[config.mk]
export PLATFORM = sky130hd
export DESIGN_NAME = alu_issue_ctrl
export DESIGN_NICKNAME = d
export VERILOG_FILES = /design/src/rtl/alu_issue_ctrl.sv
export SDC_FILE = /design/constraint.sdc
export NUM_CORES = 1
export LEC_CHECK = 0
export CAP_MARGIN = 10
export CORE_UTILIZATION = 40
export DETAILED_ROUTE_END_ITERATION = 8
export SLEW_MARGIN = 20
export SYNTH_ARGS = -nofsm -noshare
export SYNTH_HDL_FRONTEND = slang
export SYNTH_SLANG_ARGS = --single-unit
[constraint.sdc]
create_clock -name clk -period 5.9 [get_ports clk]
set_clock_uncertainty 0.15 [all_clocks]
set_input_delay 1.18 -clock clk [delete_from_list [all_inputs] [get_ports clk]]
set_output_delay 1.18 -clock clk [all_outputs]
set_load 0.02 [all_outputs]
[src/rtl/alu_issue_ctrl.sv]
// alu_issue_ctrl: queues ALU commands in a small FIFO and issues them one at a time to an
// external combinational 8-bit ALU. Each result is returned with the caller's tag.
//
// Ports:
//   clk, rst                        clock; synchronous active-high reset
//   cmd_valid/cmd_ready             command handshake (ready while the FIFO has room)
//   cmd_opA/cmd_opB/cmd_opS/cmd_tag command operands, opcode and caller tag
//   alu_opA/alu_opB/alu_opS         registered operands and opcode driven to the ALU
//   alu_result                      combinational ALU result
//   rsp_valid/rsp_ready             response handshake
//   rsp_data/rsp_tag/rsp_err        result, tag, and illegal-opcode flag
//   busy                            FSM not idle or FIFO holds commands
module alu_issue_ctrl #(
  parameter int unsigned DEPTH = 4
) (
  input  logic       clk,
  input  logic       rst,
  input  logic       cmd_valid,
  output logic       cmd_ready,
  input  logic [7:0] cmd_opA,
  input  logic [7:0] cmd_opB,
  input  logic [3:0] cmd_opS,
  input  logic [1:0] cmd_tag,
  output logic [7:0] alu_opA,
  output logic [7:0] alu_opB,
  output logic [3:0] alu_opS,
  input  logic [7:0] alu_result,
  output logic       rsp_valid,
  input  logic       rsp_ready,
  output logic [7:0] rsp_data,
  output logic [1:0] rsp_tag,
  output logic       rsp_err,
  output logic       busy
);

  localparam int unsigned PW = $clog2(DEPTH);
  localparam int unsigned CW = $clog2(DEPTH + 1);

  typedef enum logic [1:0] {StIdle, StExec, StResp} state_e;

  state_e state_q, state_d;

  logic [7:0]    mem_a [DEPTH];
  logic [7:0]    mem_b [DEPTH];
  logic [3:0]    mem_s [DEPTH];
  logic [1:0]    mem_t [DEPTH];
  logic [PW-1:0] wr_ptr_q, rd_ptr_q;
  logic [CW-1:0] count_q;

  logic [7:0] alu_a_q, alu_a_d, alu_b_q, alu_b_d;
  logic [3:0] alu_s_q, alu_s_d;
  logic       err_q, err_d;
  logic [7:0] rsp_data_q, rsp_data_d;
  logic [1:0] rsp_tag_q, rsp_tag_d;
  logic       rsp_err_q, rsp_err_d;

  logic       push, pop, load, have_cmd;
  logic [7:0] head_a, head_b;
  logic [3:0] head_s;

  assign cmd_ready = (count_q < CW'(DEPTH));
  assign push      = cmd_valid && cmd_ready && !rst;
  // A command arriving on the same edge can be issued straight away when the FIFO is empty.
  assign have_cmd  = (count_q != '0) || push;
  assign head_a    = (count_q != '0) ? mem_a[rd_ptr_q] : cmd_opA;
  assign head_b    = (count_q != '0) ? mem_b[rd_ptr_q] : cmd_opB;
  assign head_s    = (count_q != '0) ? mem_s[rd_ptr_q] : cmd_opS;

  always_comb begin
    state_d    = state_q;
    alu_a_d    = alu_a_q;
    alu_b_d    = alu_b_q;
    alu_s_d    = alu_s_q;
    err_d      = err_q;
    rsp_data_d = rsp_data_q;
    rsp_tag_d  = rsp_tag_q;
    rsp_err_d  = rsp_err_q;
    pop        = 1'b0;
    load       = 1'b0;
    unique case (state_q)
      StIdle: begin
        if (have_cmd) begin
          load    = 1'b1;
          state_d = StExec;
        end
      end
      StExec: begin
        // Head entry is guaranteed present here: it was written no later than the load edge.
        rsp_data_d = err_q ? 8'h00 : alu_result;
        rsp_tag_d  = mem_t[rd_ptr_q];
        rsp_err_d  = err_q;
        pop        = 1'b1;
        state_d    = StResp;
      end
      StResp: begin
        if (rsp_ready) begin
          if (have_cmd) begin
            load    = 1'b1;
            state_d = StExec;
          end else begin
            state_d = StIdle;
          end
        end
      end
      default: state_d = StIdle;
    endcase
    if (load) begin
      alu_a_d = head_a;
      alu_b_d = head_b;
      // Illegal opcodes are issued as NOP and flagged on the response.
      err_d   = (head_s > 4'd8);
      alu_s_d = (head_s > 4'd8) ? 4'd0 : head_s;
    end
  end

  always_ff @(posedge clk) begin
    if (rst) begin
      state_q    <= StIdle;
      wr_ptr_q   <= '0;
      rd_ptr_q   <= '0;
      count_q    <= '0;
      alu_a_q    <= '0;
      alu_b_q    <= '0;
      alu_s_q    <= '0;
      err_q      <= 1'b0;
      rsp_data_q <= '0;
      rsp_tag_q  <= '0;
      rsp_err_q  <= 1'b0;
    end else begin
      state_q    <= state_d;
      alu_a_q    <= alu_a_d;
      alu_b_q    <= alu_b_d;
      alu_s_q    <= alu_s_d;
      err_q      <= err_d;
      rsp_data_q <= rsp_data_d;
      rsp_tag_q  <= rsp_tag_d;
      rsp_err_q  <= rsp_err_d;
      if (push) wr_ptr_q <= wr_ptr_q + PW'(1);
      if (pop)  rd_ptr_q <= rd_ptr_q + PW'(1);
      if (push && !pop)      count_q <= count_q + CW'(1);
      else if (pop && !push) count_q <= count_q - CW'(1);
    end
  end

  // Storage needs no reset; validity is tracked by the pointers and count.
  always_ff @(posedge clk) begin
    if (push) begin
      mem_a[wr_ptr_q] <= cmd_opA;
      mem_b[wr_ptr_q] <= cmd_opB;
      mem_s[wr_ptr_q] <= cmd_opS;
      mem_t[wr_ptr_q] <= cmd_tag;
    end
  end

  assign alu_opA   = alu_a_q;
  assign alu_opB   = alu_b_q;
  assign alu_opS   = alu_s_q;
  assign rsp_valid = (state_q == StResp);
  assign rsp_data  = rsp_data_q;
  assign rsp_tag   = rsp_tag_q;
  assign rsp_err   = rsp_err_q;
  assign busy      = (state_q != StIdle) || (count_q != '0);

endmodule
==> impl_results.md <==
* Status: finished clean
* RSZ-0062 raised after global routing: false
* Max incr delay on CP at roughly 0.4 ns
* Critical Path End Type: register
* Gr ovfl total at 0
* First drt pass iteration count at 4
* Count of pins over their slew limit at 0
* Cts bufs inserted at 17
* Core area at between 10000 and 15000 µm²
* Final WL at between 9000 and 10000 µm
* Max Clk Rate at around 280 MHz
* Leak Pwr at approximately 2.3 nW
* Synth Warn # at 0
* Vias at about 2900
* Postcts setup bufs at 0
* Area of the die at 13300 µm²
* Post-synth top area cell: edfxtp_1
* Switching Fraction at 0.291
* WS Path Type: input pin to register
* Inst Count DP at 550
* Antenna viol nets, final at 0
* Die Height at ~120 µm
* Dpl hpwl at 6160 µm
* Clk root buf: clkbuf_16
* Switching power at between 0.0009 and 0.001 W
* CP max-delay cell: clkdlybuf4s50_1
* Max VDD drop at 0.000270 V
* Port bufs at 67
* Post-CTS Hold Buffers at 0
* Period minus WS final at about 3.6 ns
* Yosys cell types at 40
* Max Root-Sink Buffers at 2
* WL/cell at 16.7 µm
* Synth top area cells: edfxtp_1, dfxtp_1, mux4_2
* Comb pwr share at 0.271
* Placer Congestion at between 0.6 and 0.7
* Vias in the first global route at between 2000 and 3000
* Final worst path period share at 0.611
* Row Count at 41
* Ant diodes at 0
* Sequential share of power at 0.374
* Initial drt markers at ~110
* Ys async rst share at 0
* Layout cells sized above 1 at 0.161
* CP Launch Type: input pin
* DR vias/cell at roughly 5
* Top-Level Pins at between 60 and 70
* Avg Cell Area, Syn at 16.1 µm²
* Clk Latency, worst-skew pair at 0.42 ns
* Final Non-Filler Cells at between 500 and 600
* Commonest non-fill, non-tap cells in the layout: edfxtp_1, clkdlybuf4s50_1, dfxtp_1
* DRC errors left at 0
* Worst-margin pin slew at about 1.0 ns
* Int Pwr at between 0.002 and 0.0025 W
* Power density cells at roughly 490 nW/µm²
* CTS clk-pin slew, worst paths at around 0.060 ns
* Initial core utilization at 0.408
* P&R area growth vs syn at 28.7%
* WHS at ~0.30 ns
* Total negative slack at 0 ns
* Worst EP required at slightly above 6 ns
* Crit path arrival time at about 3.8 ns
* Nets at 437
* Die Wd at about 120 µm
* Share of the synthesized area in the top cell type at 0.515
* GRT Overall Usage at 0.167
* CTS H-tree lvls at 4
* Number of synthesized flops with an enable pin at 88
* Clock sink total at approximately 130
* Max_slew headroom at 0.307
* CP max FO at 41
* Most common cell after layout, fill and taps aside: edfxtp_1
* Largest net degree at the start of global routing at 42
* TritonCTS clock tree: yes
* Post-Syn Area at about 5000 µm²
* Post-CTS sizing at 0
* HP Class: register to register
* First-pass GRT wire length at about 16000 µm
* Clock group share of total power at 0.355
* Yosys reg bits at roughly 130
* Max_cap viols at 0
* Post-Syn Nets at 359
* Initial antenna violation count at 0
* Mapped Cells at roughly 320
* Hold violation total from the final report at 0
* Main flop type after synthesis: edfxtp_1
* Sequential-to-total area share from yosys stat at 0.683
* CP cell instances: clkdlybuf4s50_1 -> buf_4 -> nand2b_1 -> nor2_1 -> ha_1 -> inv_1 -> fa_1 -> xor2_1 -> or3_1 -> a21oi_1
* # setup viols final at 0
-- area by class of cell --
type / instances / area [µm²]
Sequential cell: 131 / 3500
Clock inverter: 15 / 229
Fill cell: 1061 / 5960
Tap cell: 172 / 215
Timing Repair Buffer: 75 / 731
Clock buffer: 17 / 425
Multi-Input combinational cell: 164 / 1470
Inverter: 8 / 30.0
-- sequential cells by signal (all words and copies together), names as in the netlist, named ones only --
register  flops
alu_opB       8
rsp_tag       2
mem_b        32
rd_ptr_q      2
alu_opS       4
count_q       3
rsp_err       1
wr_ptr_q      2
mem_s        16
mem_t         8
state_q       2
alu_opA       8
mem_a        32
rsp_data      8
err_q         1
-- kinds of logic (layout without fill, tap and decap cells) --
family                     Yosys count  count (layout)  share of synthesized area
AOI/OAI and AO/OA                   43              43                     0.0614
xor gates and xnor gates             5               5                    0.00854
adders and majority gates            6               6                     0.0161
buffers and inverters               24             115                     0.0302
DFF                                131             131                      0.683
muxes                               42              42                      0.136
and+or+nand+nor                     68              68                     0.0654
-- routing by layer --
metal  routed length (µm)  share of wire  track usage  vias to the layer above
li1                     -              -            -                     1380
met1                 4310           0.44        0.205                     1444
met2                 4800           0.49        0.269                       73
met3                  451          0.046       0.0580                       12
met4                  143          0.015       0.0701                        0
met5                    0              0            0                        -
-- through the flow --
stage	worst slack [ns]	power [W]	cell area (µm²)	util
6_report	2.29	0.00323	6610	0.526
4_1_cts	2.27	0.00327	6610	0.526
3_3_place_gp	1.90	0.00211	5950	0.474
2_1_floorplan	2.81	0.00186	5130	-
5_1_grt	2.10	0.00340	6610	0.526
3_5_place_dp	1.84	0.00212	5950	0.474
-- final timing paths --
| path | start | endpoint | slack [ns] | depth (start not counted) |
|---|---|---|---|---|
| worst max-delay path | rst | count_q[2] | 2.29 | 10 |
| worst min-delay path | rsp_data[7] | rsp_data[7] | 0.30 | 2 |
| worst max register to register | state_q[1] | count_q[2] | 3.14 | 8 |
| worst min register to register | rsp_data[7] | rsp_data[7] | 0.30 | 2 |
-- power groups by stage --
| stage | registers (W) | clock network, W | logic [W] |
|---|---|---|---|
| 2_1_floorplan | 0.00127 | 0 | 0.000585 |
| 3_3_place_gp | 0.00123 | 0 | 0.000880 |
| 3_5_place_dp | 0.00123 | 0 | 0.000887 |
| 4_1_cts | 0.00121 | 0.00117 | 0.000890 |
| 5_1_grt | 0.00123 | 0.00121 | 0.000959 |
| 6_report | 0.00121 | 0.00115 | 0.000875 |
-- worst max-delay path, delay by kind of cell --
kind                       cells  cell delay, ns
AOI/OAI and AO/OA              1            0.14
buffers and inverters          3            0.74
and+or+nand+nor                3            0.93
adders and majority gates      2            0.65
xor gates and xnor gates       1            0.16
-- cells in the mapped netlist (2+ instances only) --
cell type / n
edfxtp_1: 88
dfxtp_1: 43
nor2_1: 27
mux4_2: 22
mux2i_1: 20
nand2_1: 18
a211oi_1: 16
a21oi_1: 13
nand3b_1: 8
inv_1: 7
buf_6: 6
clkbuf_1: 5
ha_1: 5
and2_1: 4
o2bb2ai_1: 4
buf_2: 3
nor2b_1: 3
xor2_1: 3
o21ai_1: 2
xnor2_1: 2
Power figures use the tool's default switching activity.
